[config.mk]
export PLATFORM = sky130hd
export DESIGN_NAME = uart_tx
export DESIGN_NICKNAME = d
export VERILOG_FILES = /design/src/rtl/uart_tx.sv
export SDC_FILE = /design/constraint.sdc
export NUM_CORES = 1
export LEC_CHECK = 0
export CORE_AREA = 2 2 57 59
export DETAILED_ROUTE_END_ITERATION = 10
export DIE_AREA = 0 0 59 61
export HOLD_SLACK_MARGIN = 0.08
export PLACE_DENSITY = 0.68
export SLEW_MARGIN = 10
export SYNTH_ARGS = -nofsm -noshare
export SYNTH_HDL_FRONTEND = slang
export SYNTH_SLANG_ARGS = --single-unit
[constraint.sdc]
create_clock -name clk -period 1.6 [get_ports clk]
set_input_delay 0.16 -clock clk [delete_from_list [all_inputs] [get_ports clk]]
set_output_delay 0.16 -clock clk [all_outputs]
set_load 0.01 [all_outputs]
[src/rtl/uart_tx.sv]
// -----------------------------------------------------------------------------
// uart_tx -- UART serial transmitter.
//
// Sends one byte per frame: a start bit (0), DBIT data bits LSB-first, and a
// stop period (1) that lasts SB_TICK oversampling ticks. Bit timing comes from
// s_tick, a one-clk enable that pulses 16 times per bit period.
//
// Parameters:
//   DBIT     data bits per frame (5..8)
//   SB_TICK  s_tick pulses in the stop period (16 = 1, 24 = 1.5, 32 = 2 bits)
//
// Ports:
//   clk           system clock, rising edge
//   reset         synchronous, active-high reset
//   tx_start      one-clk request to send din; only honoured while idle
//   s_tick        oversampling enable, 16 pulses per bit period
//   din           byte to send, captured on the edge that accepts tx_start
//   tx_done_tick  one-clk pulse in the first idle cycle after a frame
//   tx            registered serial output, idle high
// -----------------------------------------------------------------------------
module uart_tx #(
  parameter int DBIT    = 8,
  parameter int SB_TICK = 16
) (
  input  logic       clk,
  input  logic       reset,
  input  logic       tx_start,
  input  logic       s_tick,
  input  logic [7:0] din,
  output logic       tx_done_tick,
  output logic       tx
);

  // The tick counter must reach SB_TICK-1 in the stop period, so it grows
  // beyond 4 bits for stop periods longer than one bit.
  localparam int SCW = (SB_TICK > 16) ? $clog2(SB_TICK) : 4;

  localparam logic [SCW-1:0] BIT_LAST  = SCW'(15);
  localparam logic [SCW-1:0] STOP_LAST = SCW'(SB_TICK - 1);
  localparam logic [2:0]     N_LAST    = 3'(DBIT - 1);

  typedef enum logic [1:0] {
    IDLE  = 2'd0,
    START = 2'd1,
    DATA  = 2'd2,
    STOP  = 2'd3
  } state_t;

  state_t          state_q, state_d;
  logic [SCW-1:0]  s_cnt_q, s_cnt_d;
  logic [2:0]      n_cnt_q, n_cnt_d;
  logic [DBIT-1:0] b_q,     b_d;
  logic            tx_q,    tx_d;
  logic            done_q,  done_d;

  // State and datapath registers.
  always_ff @(posedge clk) begin
    if (reset) begin
      state_q <= IDLE;
      s_cnt_q <= '0;
      n_cnt_q <= '0;
      b_q     <= '0;
      tx_q    <= 1'b1;
      done_q  <= 1'b0;
    end else begin
      state_q <= state_d;
      s_cnt_q <= s_cnt_d;
      n_cnt_q <= n_cnt_d;
      b_q     <= b_d;
      tx_q    <= tx_d;
      done_q  <= done_d;
    end
  end

  // Next-state and line-value logic. tx_d is the line value of the current
  // state; registering it makes tx lag the state by one clk and keeps the pin
  // glitch-free.
  always_comb begin
    state_d = state_q;
    s_cnt_d = s_cnt_q;
    n_cnt_d = n_cnt_q;
    b_d     = b_q;
    tx_d    = 1'b1;
    done_d  = 1'b0;

    case (state_q)
      IDLE: begin
        tx_d = 1'b1;
        if (tx_start) begin
          b_d     = din[DBIT-1:0];
          s_cnt_d = '0;
          state_d = START;
        end
      end

      START: begin
        tx_d = 1'b0;
        if (s_tick) begin
          if (s_cnt_q == BIT_LAST) begin
            s_cnt_d = '0;
            n_cnt_d = '0;
            state_d = DATA;
          end else begin
            s_cnt_d = s_cnt_q + SCW'(1);
          end
        end
      end

      DATA: begin
        tx_d = b_q[0];
        if (s_tick) begin
          if (s_cnt_q == BIT_LAST) begin
            s_cnt_d = '0;
            b_d     = b_q >> 1;
            if (n_cnt_q == N_LAST) begin
              state_d = STOP;
            end else begin
              n_cnt_d = n_cnt_q + 3'd1;
            end
          end else begin
            s_cnt_d = s_cnt_q + SCW'(1);
          end
        end
      end

      STOP: begin
        tx_d = 1'b1;
        if (s_tick) begin
          if (s_cnt_q == STOP_LAST) begin
            // done_q is high in the first IDLE cycle, where a new tx_start
            // is already accepted, so frames can run back-to-back.
            state_d = IDLE;
            done_d  = 1'b1;
          end else begin
            s_cnt_d = s_cnt_q + SCW'(1);
          end
        end
      end

      default: begin
        state_d = IDLE;
      end
    endcase
  end

  assign tx           = tx_q;
  assign tx_done_tick = done_q;

endmodule

* After elaboration in Yosys (flattened, before gate mapping)
Index checks and enable logic that the tools add are counted.
** Cells by class
- Divide/modulo/power cells :: 0
- $add $sub $neg :: 2
- Eq/ne operators :: 16
- Reductions and logical operators :: 10
- Muxes and demuxes :: 27
- Shifts and indexed selects :: 0
- $mul :: 0
- Bitwise operators :: 2
- Magnitude comparators :: 0
** Operators with widths (count)
- 2-to-1 mux 8 bit :: 3
- 2-to-1 mux 4 bit :: 5
- != test 2 bit, second input constant :: 10
- 2-to-1 mux 2 bit :: 8
- case mux 8 bit (2 select lines) :: 1
- 2-to-1 mux 3 bit :: 5
- case mux 4 bit (3 select lines) :: 1
- case mux 2 bit (4 select lines) :: 1
- AND reduction 4 bit :: 2
- AND reduction 8 bit :: 1
- case mux 3 bit (2 select lines) :: 1
- AND reduction 6 bit :: 1
- adder 4 x 1 -> 4 bit, second input constant :: 1
- == test 2 bit, second input constant :: 2
- == test 4 bit, second input constant :: 1
- nonzero test 2 bit :: 2
- OR reduction 2 bit :: 2
- adder 3 x 1 -> 3 bit, second input constant :: 1
- == test 3 bit, second input constant :: 1
- case mux 1 bit (3 select lines) :: 1
- OR reduction 3 bit :: 1
- == test 2 x 1 -> 1 bit, second input constant :: 1
- logical NOT 2 bit :: 1
- != test 2 x 1 -> 1 bit, second input constant :: 1
- 2 further kinds :: 3
** Word-level totals
- Memories :: 0
- Input bits :: 12
- Logic and storage cells :: 63
- Bits in latches :: 0
- Bits in read-only memories :: 0
- Memory bits (writable) :: 0
- Register bits :: 19
- Output and inout bits :: 2

* Longest topological paths before layout
Gate-level depths: netlist of run 1.
- Depth after elaboration :: 5
- Depth in mapped cells :: 8
- Mapped depth without buffers :: 6

* Least setup slack after synthesis of run 1
Ideal clock, no wire load.
- Kind :: register -> register
- Start point :: reg state_q[0]
- End point :: reg b_q[4]
- Clock period less this slack :: 1.590 ns
- Path buffers :: 1
- Cell stages (with the launch flop) :: 8
- Library setup time :: 0.079 ns
- Slack :: 0.010 ns
- Arrival :: 1.510 ns
- Required time :: 1.521 ns
- Cells stage by stage :: dfxtp_1 > inv_1 > ha_1 > and2b_1 > a211oi_4 > buf_6 > nor2_1 > a211oi_2
** On the way
- Word-level cells in the longest chain between the ends :: 3
- Elaborated cells between the ends (all ways) :: 8
- Those cells by class :: eq/ne (4); mux (1); reduce/logical (3)
** RTL lines
- start, declared :: line 49 : state_t state_q, state_d;
- start signal, assigned :: line 66 : state_q <= state_d;
- == test 2 bit / logical NOT 2 bit (equally long branches) :: line 86 : case (state_q)
- != test 2 bit (no line) / nonzero test 2 bit (equally long branches)
- AND reduction 4 bit (no line)
- end signal, assigned :: line 62 : b_q <= '0;
- end signal, assigned :: line 69 : b_q <= b_d;
- end, declared :: line 52 : logic [DBIT-1:0] b_q, b_d;
Several ways; a longest one is shown, not always the timed one.
A chain may end at the register's enable or synchronous reset.

* Worst setup path in the final report of run 1
- Start point :: reg state_q[0]
- End point :: reg state_q[0]
** On the way
- Word-level cells in the longest chain between the ends :: 3
- Elaborated cells between the ends (all ways) :: 14
- Those cells by class :: eq/ne (11); mux (1); reduce/logical (2)
** RTL lines (line)
- == test 2 bit (tied with other cells) :: 86
- != test 2 bit (no line)
- AND reduction 8 bit (no line)
Several ways; a longest one is shown, not always the timed one.

==> impl_metrics.csv, run 1 <==
group,metric,value,unit
timing,tightest_slew,366,ps
yosys,syn_area,0.00103,mm²
power_and_ir_drop,peakVddDrop,1160,µV
yosys,syn_inst,105,
clocking,clock_latency,300,ps
setup_path,cp_max_fo,3,
clocking,cts_max_level,1,
grt,grt_overflow,0,
route,wl_met1,972,µm
timing,finalHoldViolations,0,
die,die-height,61,µm
cells_and_area,n_fill_cell,280,
cells_and_area,fin_nets,158,
die,core,0.00295,mm²
placement,dpl.hpwl,1490,µm
timing,maxSlewViolCount,0,
min_path,min_path_type,"in2reg",
placement,io_buffers,13,
setup_path,critPathKind,"reg2reg",
route,dr_wl_met2,1230,µm
timing,hold_slack,458,ps
timing,postLayoutSetupSlackWorst,-28.7,ps
timing,slew_headroom,75.0,%
yosys,seq_area_frac_synth,36.9,%
route,postRouteWirelength,2320,µm
power_and_ir_drop,power,2.45,mW
clocking,hold_buffers,0,
setup_path,cpPeakStageDelay,350,ps
route,top_layer_used,"met4",
setup_path,ff2ff_path_depth,6,
placement,placed_area,0.00127,mm²
timing,grt_setup_unrepaired,"yes",
status,failed_checks,"setup timing",
setup_path,cp_cell_sequence,"buf_4 > ha_1 > or2_4 > a211oi_4 > nor3_2 > a211oi_2",
cells_and_area,post-route-util,50.2,%
timing,fin_crit_sh,102,%
cells_and_area,syn_to_final_growth,44.0,%
setup_path,cp_slowest_cell,"dfxtp_2",
clocking,numCtsBuffers,3,
timing,skew,0.803,ps
job,drv_cap,0,
yosys,ys_ff_latch,19,
clocking,root_buffer,"clkbuf_4",
cells_and_area,final_cell_count_no_fill,170,
setup_path,worstSetupEndpointType,"register",
die,io_pins,14,
die,num_rows,20,
setup_path,worstPathRequired,1820,ps
yosys,synth_nets,125,
placement,place_congestion,0.780,
timing,finalCriticalPeriod,1630,ps
grt,grt_max_degree,12,
setup_path,worstPathArrival,1850,ps
cells_and_area,final_common_cell,"buf_4",
die,die_x,59,µm
grt,antenna_found_initial,0,
timing,fmax,614,MHz
route,drc,0,
route,routedWlPerCell,13.6,µm
timing,setup_viol,1,
min_path,holdPathStages,3,
clocking,cts_sinks,19,
yosys,synth_cell_types,34,
grt,grt_pass1_wl,3640,µm
die,start_util,34.9,%
power_and_ir_drop,powerDensity,1650,mW/mm²
cells_and_area,layout-drive-gt1-share,37.2,%
setup_path,crit_path_start_kind,"register",
grt,track_usage,13.4,%
cells_and_area,antenna_cells,0,
route,viasPerCell,5.18,
die,dieArea,0.00360,mm²
route,first_pass_iters,4,
clocking,clk_pin_slew,110,ps
grt,grt_pass1_vias,887,
route,postRouteAntennaNets,0,
status,status,"finished with violations",
route,first_iter_violations,33,
clocking,ctsLongestPathBuffers,2,
cells_and_area,stdcell_area,0.00148,mm²
cells_and_area,layout_common_cells,"buf_4, dfxtp_1, clkdlybuf4s50_1",
yosys,syn_area_per_cell,9.81,µm²
placement,place_inst,158,
power_and_ir_drop,p_leak,0.576,nW
clocking,cts_tree,"done",
route,num_vias,881,
yosys,ys_warn_count,0,
route,wl_met3,106,µm
path summary, 6_finish.rpt:
| path | start | to | slack, ps |
|---|---|---|---|
| setup / recovery | state_q[0]$_SDFFE_PP0P_ | state_q[0]$_SDFFE_PP0P_ | -30 |
| hold / removal | din[7] | b_q[7]$_SDFFE_PP0P_ | 460 |
| setup reg to reg | state_q[0]$_SDFFE_PP0P_ | state_q[0]$_SDFFE_PP0P_ | -30 |
| hold reg to reg | b_q[7]$_SDFFE_PP0P_ | b_q[7]$_SDFFE_PP0P_ | 490 |
critical path: cells and delay by family, from the launching register on:
family                   cells  cell delay (ps)
AND/OR/NAND/NOR              2              370
flip-flops                   1              350
AO/OA/AOI/OAI                2              490
buffers and inverters        1              130
adder cells (fa/ha/maj)      1              200
cell usage after synthesis (all sizes together):
| cell | instances | share of area (%) |
|---|---|---|
| a2111oi | 1 | 0.85 |
| a211oi | 11 | 11 |
| a21o | 1 | 0.73 |
| a21oi | 4 | 1.9 |
| a22o | 1 | 0.85 |
| a2bb2oi | 1 | 0.85 |
| and2 | 2 | 1.2 |
| and2b | 1 | 0.73 |
| buf | 4 | 2.4 |
| clkbuf | 1 | 0.36 |
| dfxtp | 19 | 37 |
| ha | 8 | 9.7 |
| inv | 2 | 0.73 |
| mux2 | 1 | 1.1 |
| mux2i | 10 | 9.7 |
| nand2 | 5 | 1.8 |
| nand2b | 1 | 0.61 |
| nand3 | 2 | 0.97 |
| nand4 | 1 | 2.1 |
| nand4b | 1 | 0.85 |
| nor2 | 13 | 4.7 |
| nor2b | 2 | 1.2 |
| nor3 | 2 | 0.97 |
| nor3b | 2 | 1.5 |
| o21ai | 1 | 0.49 |
| o21ba | 1 | 0.97 |
| o21bai | 1 | 0.73 |
| o31ai | 1 | 0.73 |
| or2 | 3 | 1.8 |
| or3 | 2 | 1.2 |
cell type report:
| class | count | area, µm² | area share (%) |
|---|---|---|---|
| Clock buffer | 4 | 26.3 | 1.77 |
| Inverter | 2 | 7.51 | 0.506 |
| Multi-Input combinational cell | 79 | 702 | 47.3 |
| Sequential cell | 19 | 385 | 26.0 |
| Tap cell | 33 | 41.3 | 2.78 |
| Timing Repair Buffer | 33 | 320 | 21.6 |
cells by family after synthesis:
logic type,share of synthesized area [%]
AO/OA/AOI/OAI,19.3
adder cells (fa/ha/maj),9.72
buffers and inverters,3.52
flip-flops,36.9
multiplexers,10.8
AND/OR/NAND/NOR,19.7
report_power, final:
part           internal (mW)  switching, mW
clock network         0.0973          0.159
logic                  0.863          0.646
registers              0.612         0.0722
total                   1.57          0.877
sequential cells by signal, summed over array words and instances, names as in the netlist:
signal        flops
tx_done_tick      1
b_q               8
s_cnt_q           4
tx                1
n_cnt_q           3
state_q           2
routing by layer:
metal,track usage [%],up-vias
met3,5.12,2
met2,24.3,21
met4,2.92,0
met1,14.8,414
li1,-,444
met5,0,-
metrics by stage:
| stage | worst slack [ps] | TNS, ps |
|---|---|---|
| 3_3_place_gp | -68.6 | -347 |
| 6_report | -28.7 | -28.7 |
| 4_1_cts | 7.37 | 0 |
| 2_1_floorplan | 10.4 | 0 |
| 3_5_place_dp | -160 | -724 |
| 5_1_grt | -49.4 | -134 |
repair_timing:
item	4_1_cts	5_1_grt
setup buffers	7	0
cloned	1	0
pin swaps	3	9
gates resized for setup	15	12
setup endpoints to repair	11	12
No activity file was read; power rests on OpenSTA's default activity.
==> inputs of run 2 (changes only) <==
--- a/config.mk
+++ b/config.mk
@@ -5,11 +5,12 @@
 export SDC_FILE = /design/constraint.sdc
 export NUM_CORES = 1
 export LEC_CHECK = 0
-export CORE_AREA = 2 2 57 59
+export CORE_AREA = 2 2 54 56
 export DETAILED_ROUTE_END_ITERATION = 10
-export DIE_AREA = 0 0 59 61
+export DIE_AREA = 0 0 56 58
+export GPL_ROUTABILITY_DRIVEN = 1
 export HOLD_SLACK_MARGIN = 0.08
-export PLACE_DENSITY = 0.68
+export PLACE_DENSITY = 0.73
 export SLEW_MARGIN = 10
 export SYNTH_ARGS = -nofsm -noshare
 export SYNTH_HDL_FRONTEND = slang
==> impl_metrics.csv, run 2 (synthesis results as in run 1) <==
group,metric,value,unit
setup_path,rr_startpoint,"state_q[1]$_SDFFE_PP0P_",
clocking,numCtsBuffers,3,
timing,tns,-10.3,ps
clocking,ctsLongestPathBuffers,2,
setup_path,worstPathRequired,1830,ps
timing,finalCriticalPeriod,1610,ps
die,core,0.00266,mm²
route,drc,0,
die,start_util,38.7,%
route,num_vias,879,
power_and_ir_drop,comb_power_share,59.7,%
power_and_ir_drop,powerDensity,1590,mW/mm²
setup_path,crit_path_start_kind,"register",
placement,place_congestion,0.831,
setup_path,critPathKind,"reg2reg",
clocking,cts_sinks,19,
min_path,holdPathStages,3,
cells_and_area,syn_to_final_growth,44.1,%
die,dieArea,0.00325,mm²
grt,grt_util_met1,16.5,%
placement,dpl.hpwl,1530,µm
cells_and_area,largest_registers,"b_q: 8 flops, s_cnt_q: 4 flops, n_cnt_q: 3 flops",
cells_and_area,stdcell_area,0.00148,mm²
placement,placed_area,0.00127,mm²
timing,finalHoldViolations,0,
setup_path,worstSetupEndpointType,"register",
route,postRouteAntennaNets,0,
min_path,hold_start,"din[7]",
setup_path,cp_max_fo,4,
timing,skew,4.03,ps
power_and_ir_drop,intPower,1.48,mW
die,die-height,58,µm
grt,grt_pass1_vias,914,
power_and_ir_drop,p_leak,0.573,nW
timing,postLayoutSetupSlackWorst,-10.3,ps
cells_and_area,top_register,"b_q",
route,routedWlPerCell,14.1,µm
die,die_x,56,µm
clocking,clock_latency,300,ps
placement,io_buffers,13,
placement,place_inst,156,
timing,hold_slack,456,ps
route,postRouteWirelength,2370,µm
status,status,"finished with violations",
timing,fin_crit_sh,101,%
route,first_iter_violations,34,
setup_path,worstPathArrival,1840,ps
grt,grt_pass1_wl,3890,µm
min_path,whs_endpoint,"b_q[7]$_SDFFE_PP0P_",
job,drv_cap,0,
timing,tightest_slew,383,ps
cells_and_area,largest_reg_flops,8,
die,io_pins,14,
grt,met3_usage,4.69,%
clocking,cts_max_level,1,
setup_path,regToRegSetupSlack,-10,ps
timing,fmax,621,MHz
cells_and_area,layout_common_cells,"buf_4, dfxtp_1, clkdlybuf4s50_1",
clocking,root_buffer,"clkbuf_4",
cells_and_area,antenna_cells,0,
timing,grt_setup_unrepaired,"yes",
cells_and_area,layout-drive-gt1-share,39.4,%
cells_and_area,final_common_cell,"buf_4",
setup_path,ff2ff_path_depth,7,
timing,maxSlewViolCount,0,
route,first_pass_iters,4,
grt,grt_busiest_layer,"met2",
clocking,cts_tree,"done",
power_and_ir_drop,power,2.36,mW
power_and_ir_drop,switchingPower,878,µW
grt,antenna_found_initial,0,
power_and_ir_drop,pwr-share-clk,10.5,%
grt,track_usage,14.9,%
power_and_ir_drop,peakVddDrop,1350,µV
grt,grt_max_degree,11,
min_path,min_path_type,"in2reg",
timing,setup_viol,1,
grt,grt_overflow,0,
clocking,clk_pin_slew,110,ps
timing,slew_headroom,73.8,%
status,failed_checks,"setup timing",
grt,grt_use_met2,29.1,%
power_and_ir_drop,seqPwrFrac,29.8,%
cells_and_area,final_cell_count_no_fill,168,
die,num_rows,19,
setup_path,r2r_end,"state_q[1]$_SDFFE_PP0P_",
power_and_ir_drop,swShare,37.2,%
cells_and_area,fin_nets,158,
route,viasPerCell,5.23,
[run 2: cell type report]
cell class                      instances  area (µm²)
Fill cell                             239        1180
Multi-Input combinational cell         79         713
Sequential cell                        19         388
Timing Repair Buffer                   33         308
Tap cell                               31        38.8
Clock buffer                            4        26.3
Inverter                                2        10.0
[run 2: how the worst max path moves through the flow]
stage / startpoint / to / slack [ps] / cells after the start
floorplan: state_q[0]$_SDFFE_PP0P_ / b_q[4]$_SDFFE_PP0P_ / 10 / 7
global placement: s_tick / state_q[0]$_SDFFE_PP0P_ / -50 / 6
detailed placement: s_tick / state_q[1]$_SDFFE_PP0P_ / -140 / 6
CTS: state_q[1]$_SDFFE_PP0P_ / b_q[7]$_SDFFE_PP0P_ / -3 / 8
global route: state_q[1]$_SDFFE_PP0P_ / state_q[1]$_SDFFE_PP0P_ / -60 / 7
finish: state_q[1]$_SDFFE_PP0P_ / state_q[1]$_SDFFE_PP0P_ / -10 / 7
[run 2: critical path: stages (launching register included)]
cell	delay (ps)
dfxtp_4	380
inv_4	70
ha_4	150
and2b_2	190
buf_6	130
a211oi_4	50
or3_1	390
a21oi_2	180
[run 2: layer usage]
layer	wire, µm	part of all wire, %
met3	86	3.6
met5	0	0
met4	0	0
met1	971	41
met2	1310	55
[run 2: through the flow]
step | util [%] | worst slack (ps)
floorplan | - | 10.4
global placement | 47.8 | -54.8
detailed placement | 47.8 | -144
CTS | 53.3 | -2.72
global route | 55.7 | -59.5
finish | 55.7 | -10.3
[run 2: timing repair]
action                                  CTS  global route
gates resized for setup                  16            19
pin swaps                                 3            10
endpoints found under the setup margin   11            14
cloned                                    1             0
setup buffers                             7             1
hold buffers                              0             0
[run 2: power by group through the flow]
stage	sequential [mW]	combinational [mW]	clock, mW
after floorplan	0.681	0.674	0
after global placement	0.682	0.939	0
after detailed placement	0.691	0.966	0
after CTS	0.680	1.35	0.254
after global routing	0.719	1.53	0.277
final	0.705	1.41	0.248
==> inputs of run 3 (changes only) <==
--- a/config.mk
+++ b/config.mk
@@ -10,7 +10,6 @@
 export DIE_AREA = 0 0 56 58
 export GPL_ROUTABILITY_DRIVEN = 1
 export HOLD_SLACK_MARGIN = 0.08
-export PLACE_DENSITY = 0.73
 export SLEW_MARGIN = 10
 export SYNTH_ARGS = -nofsm -noshare
 export SYNTH_HDL_FRONTEND = slang
==> impl_metrics.csv, run 3 (synthesis results as in run 1) <==
group,metric,value,unit
status,status,"finished, final reports clean",
setup_path,cp_cell_sequence,"inv_4 > ha_4 > and2b_2 > a211oi_4 > buf_6 > nand2b_4 > a21oi_2",
placement,dp_slack,-160,ps
setup_path,cp_max_fo,8,
cells_and_area,multi_input_area,748,µm²
timing,slew_headroom,74.5,%
setup_path,worstSetupEndpointType,"register",
cells_and_area,antenna_cells,0,
grt,grt_max_degree,12,
route,postRouteWirelength,2350,µm
timing,grt_setup_unrepaired,"yes",
timing,finalHoldViolations,0,
placement,dpl.hpwl,1560,µm
clocking,clk_pin_slew,110,ps
cells_and_area,fin_nets,165,
die,start_util,38.7,%
cells_and_area,layout_common_cells,"buf_4, dfxtp_1, clkdlybuf4s50_1",
cells_and_area,largest_registers,"b_q: 8 flops, s_cnt_q: 4 flops, n_cnt_q: 3 flops",
grt,grt_pass1_vias,903,
die,die-height,58,µm
timing,finalCriticalPeriod,1580,ps
clocking,hold_buffers,0,
die,core,0.00266,mm²
cells_and_area,syn_to_final_growth,53.9,%
power_and_ir_drop,switchingPower,929,µW
route,postRouteAntennaNets,0,
cells_and_area,ff_latch_area,390,µm²
route,first_pass_iters,4,
grt,grt_overflow,0,
setup_path,worstPathRequired,1810,ps
setup_path,crit_path_start_kind,"register",
placement,io_buffers,13,
clocking,cts_tree,"done",
min_path,min_path_type,"in2reg",
grt,track_usage,15.0,%
timing,skew,6.30,ps
placement,placed_area,0.00131,mm²
route,first_iter_violations,26,
cells_and_area,layout-drive-gt1-share,46.5,%
setup_path,cp_num_buf_inv,2,
grt,grt_pass1_wl,3830,µm
power_and_ir_drop,intPower,1.57,mW
clocking,clock_latency,300,ps
setup_path,cpPeakStageDelay,390,ps
power_and_ir_drop,swShare,37.2,%
timing,postLayoutSetupSlackWorst,19.9,ps
route,drc,0,
die,die_x,56,µm
timing,setup_viol,0,
min_path,holdPathStages,3,
setup_path,ff2ff_path_depth,7,
clocking,cts_max_level,1,
grt,antenna_found_initial,0,
job,drv_cap,0,
cells_and_area,n_fill_cell,228,
die,num_rows,19,
cells_and_area,final_cell_count_no_fill,175,
timing,tightest_slew,372,ps
clocking,numCtsBuffers,3,
cells_and_area,stdcell_area,0.00159,mm²
timing,hold_slack,450,ps
power_and_ir_drop,peakVddDrop,1310,µV
power_and_ir_drop,powerDensity,1570,mW/mm²
clocking,cts_sinks,19,
clocking,ctsLongestPathBuffers,2,
clocking,root_buffer,"clkbuf_4",
route,num_vias,889,
setup_path,critPathKind,"reg2reg",
cells_and_area,post-route-util,59.5,%
setup_path,worstPathArrival,1790,ps
route,viasPerCell,5.08,
placement,place_inst,161,
power_and_ir_drop,comb_power_share,61.7,%
timing,tns,0,ps
power_and_ir_drop,power,2.49,mW
timing,fmax,633,MHz
cells_and_area,largest_reg_flops,8,
die,io_pins,14,
setup_path,path_depth,7,
cells_and_area,top_register,"b_q",
placement,place_congestion,0.840,
die,dieArea,0.00325,mm²
cells_and_area,final_common_cell,"buf_4",
power_and_ir_drop,pwr-share-clk,9.8,%
setup_path,cp_slowest_cell,"dfxtp_4",
setup_path,cp_top_family,"flip-flops",
timing,fin_crit_sh,98.8,%
route,routedWlPerCell,13.4,µm
power_and_ir_drop,seqPwrFrac,28.5,%
timing,maxSlewViolCount,0,
power_and_ir_drop,p_leak,0.622,nW
run 3: tightest hold or removal path: stages:
cell and delay, ps:
clkdlybuf4s50_1 390, nand4b_1 110, a21oi_2 50
run 3: routing by layer:
metal	vias up	wire [µm]	GRT usage, %
met5	-	0	0
met4	0	27	4.42
met3	4	79	3.79
met2	17	1180	26.6
met1	416	1060	18.2
li1	452	-	-
run 3: worst paths after layout:
check,startpoint,slack [ps],endpoint
setup / recovery,state_q[0]$_SDFFE_PP0P_,20,b_q[7]$_SDFFE_PP0P_
hold / removal,din[7],450,b_q[7]$_SDFFE_PP0P_
setup reg to reg,state_q[0]$_SDFFE_PP0P_,20,b_q[7]$_SDFFE_PP0P_
hold reg to reg,b_q[7]$_SDFFE_PP0P_,490,b_q[7]$_SDFFE_PP0P_
run 3: final cells by class:
| type | instances | area share, % |
|---|---|---|
| clock buffer | 3 | 1.42 |
| clock inverter | 1 | 0.316 |
| inverter | 2 | 0.789 |
| multi-input combinational | 79 | 47.2 |
| sequential | 19 | 24.6 |
| tap | 31 | 2.45 |
| timing repair buffer | 40 | 23.2 |
run 3: repair_timing:
action,CTS,global route
cloned,1,0
setup buffers,6,5
setup endpoints to repair,11,13
pin swaps,4,17
resized for setup,18,27
run 3: power by group through the flow:
stage / Combinational (mW) / Clock, mW / Sequential, mW
detailed placement: 1.02 / 0 / 0.687
CTS: 1.38 / 0.260 / 0.685
finish: 1.54 / 0.245 / 0.711
global route: 1.66 / 0.282 / 0.726
floorplan: 0.674 / 0 / 0.681
global placement: 0.999 / 0 / 0.681
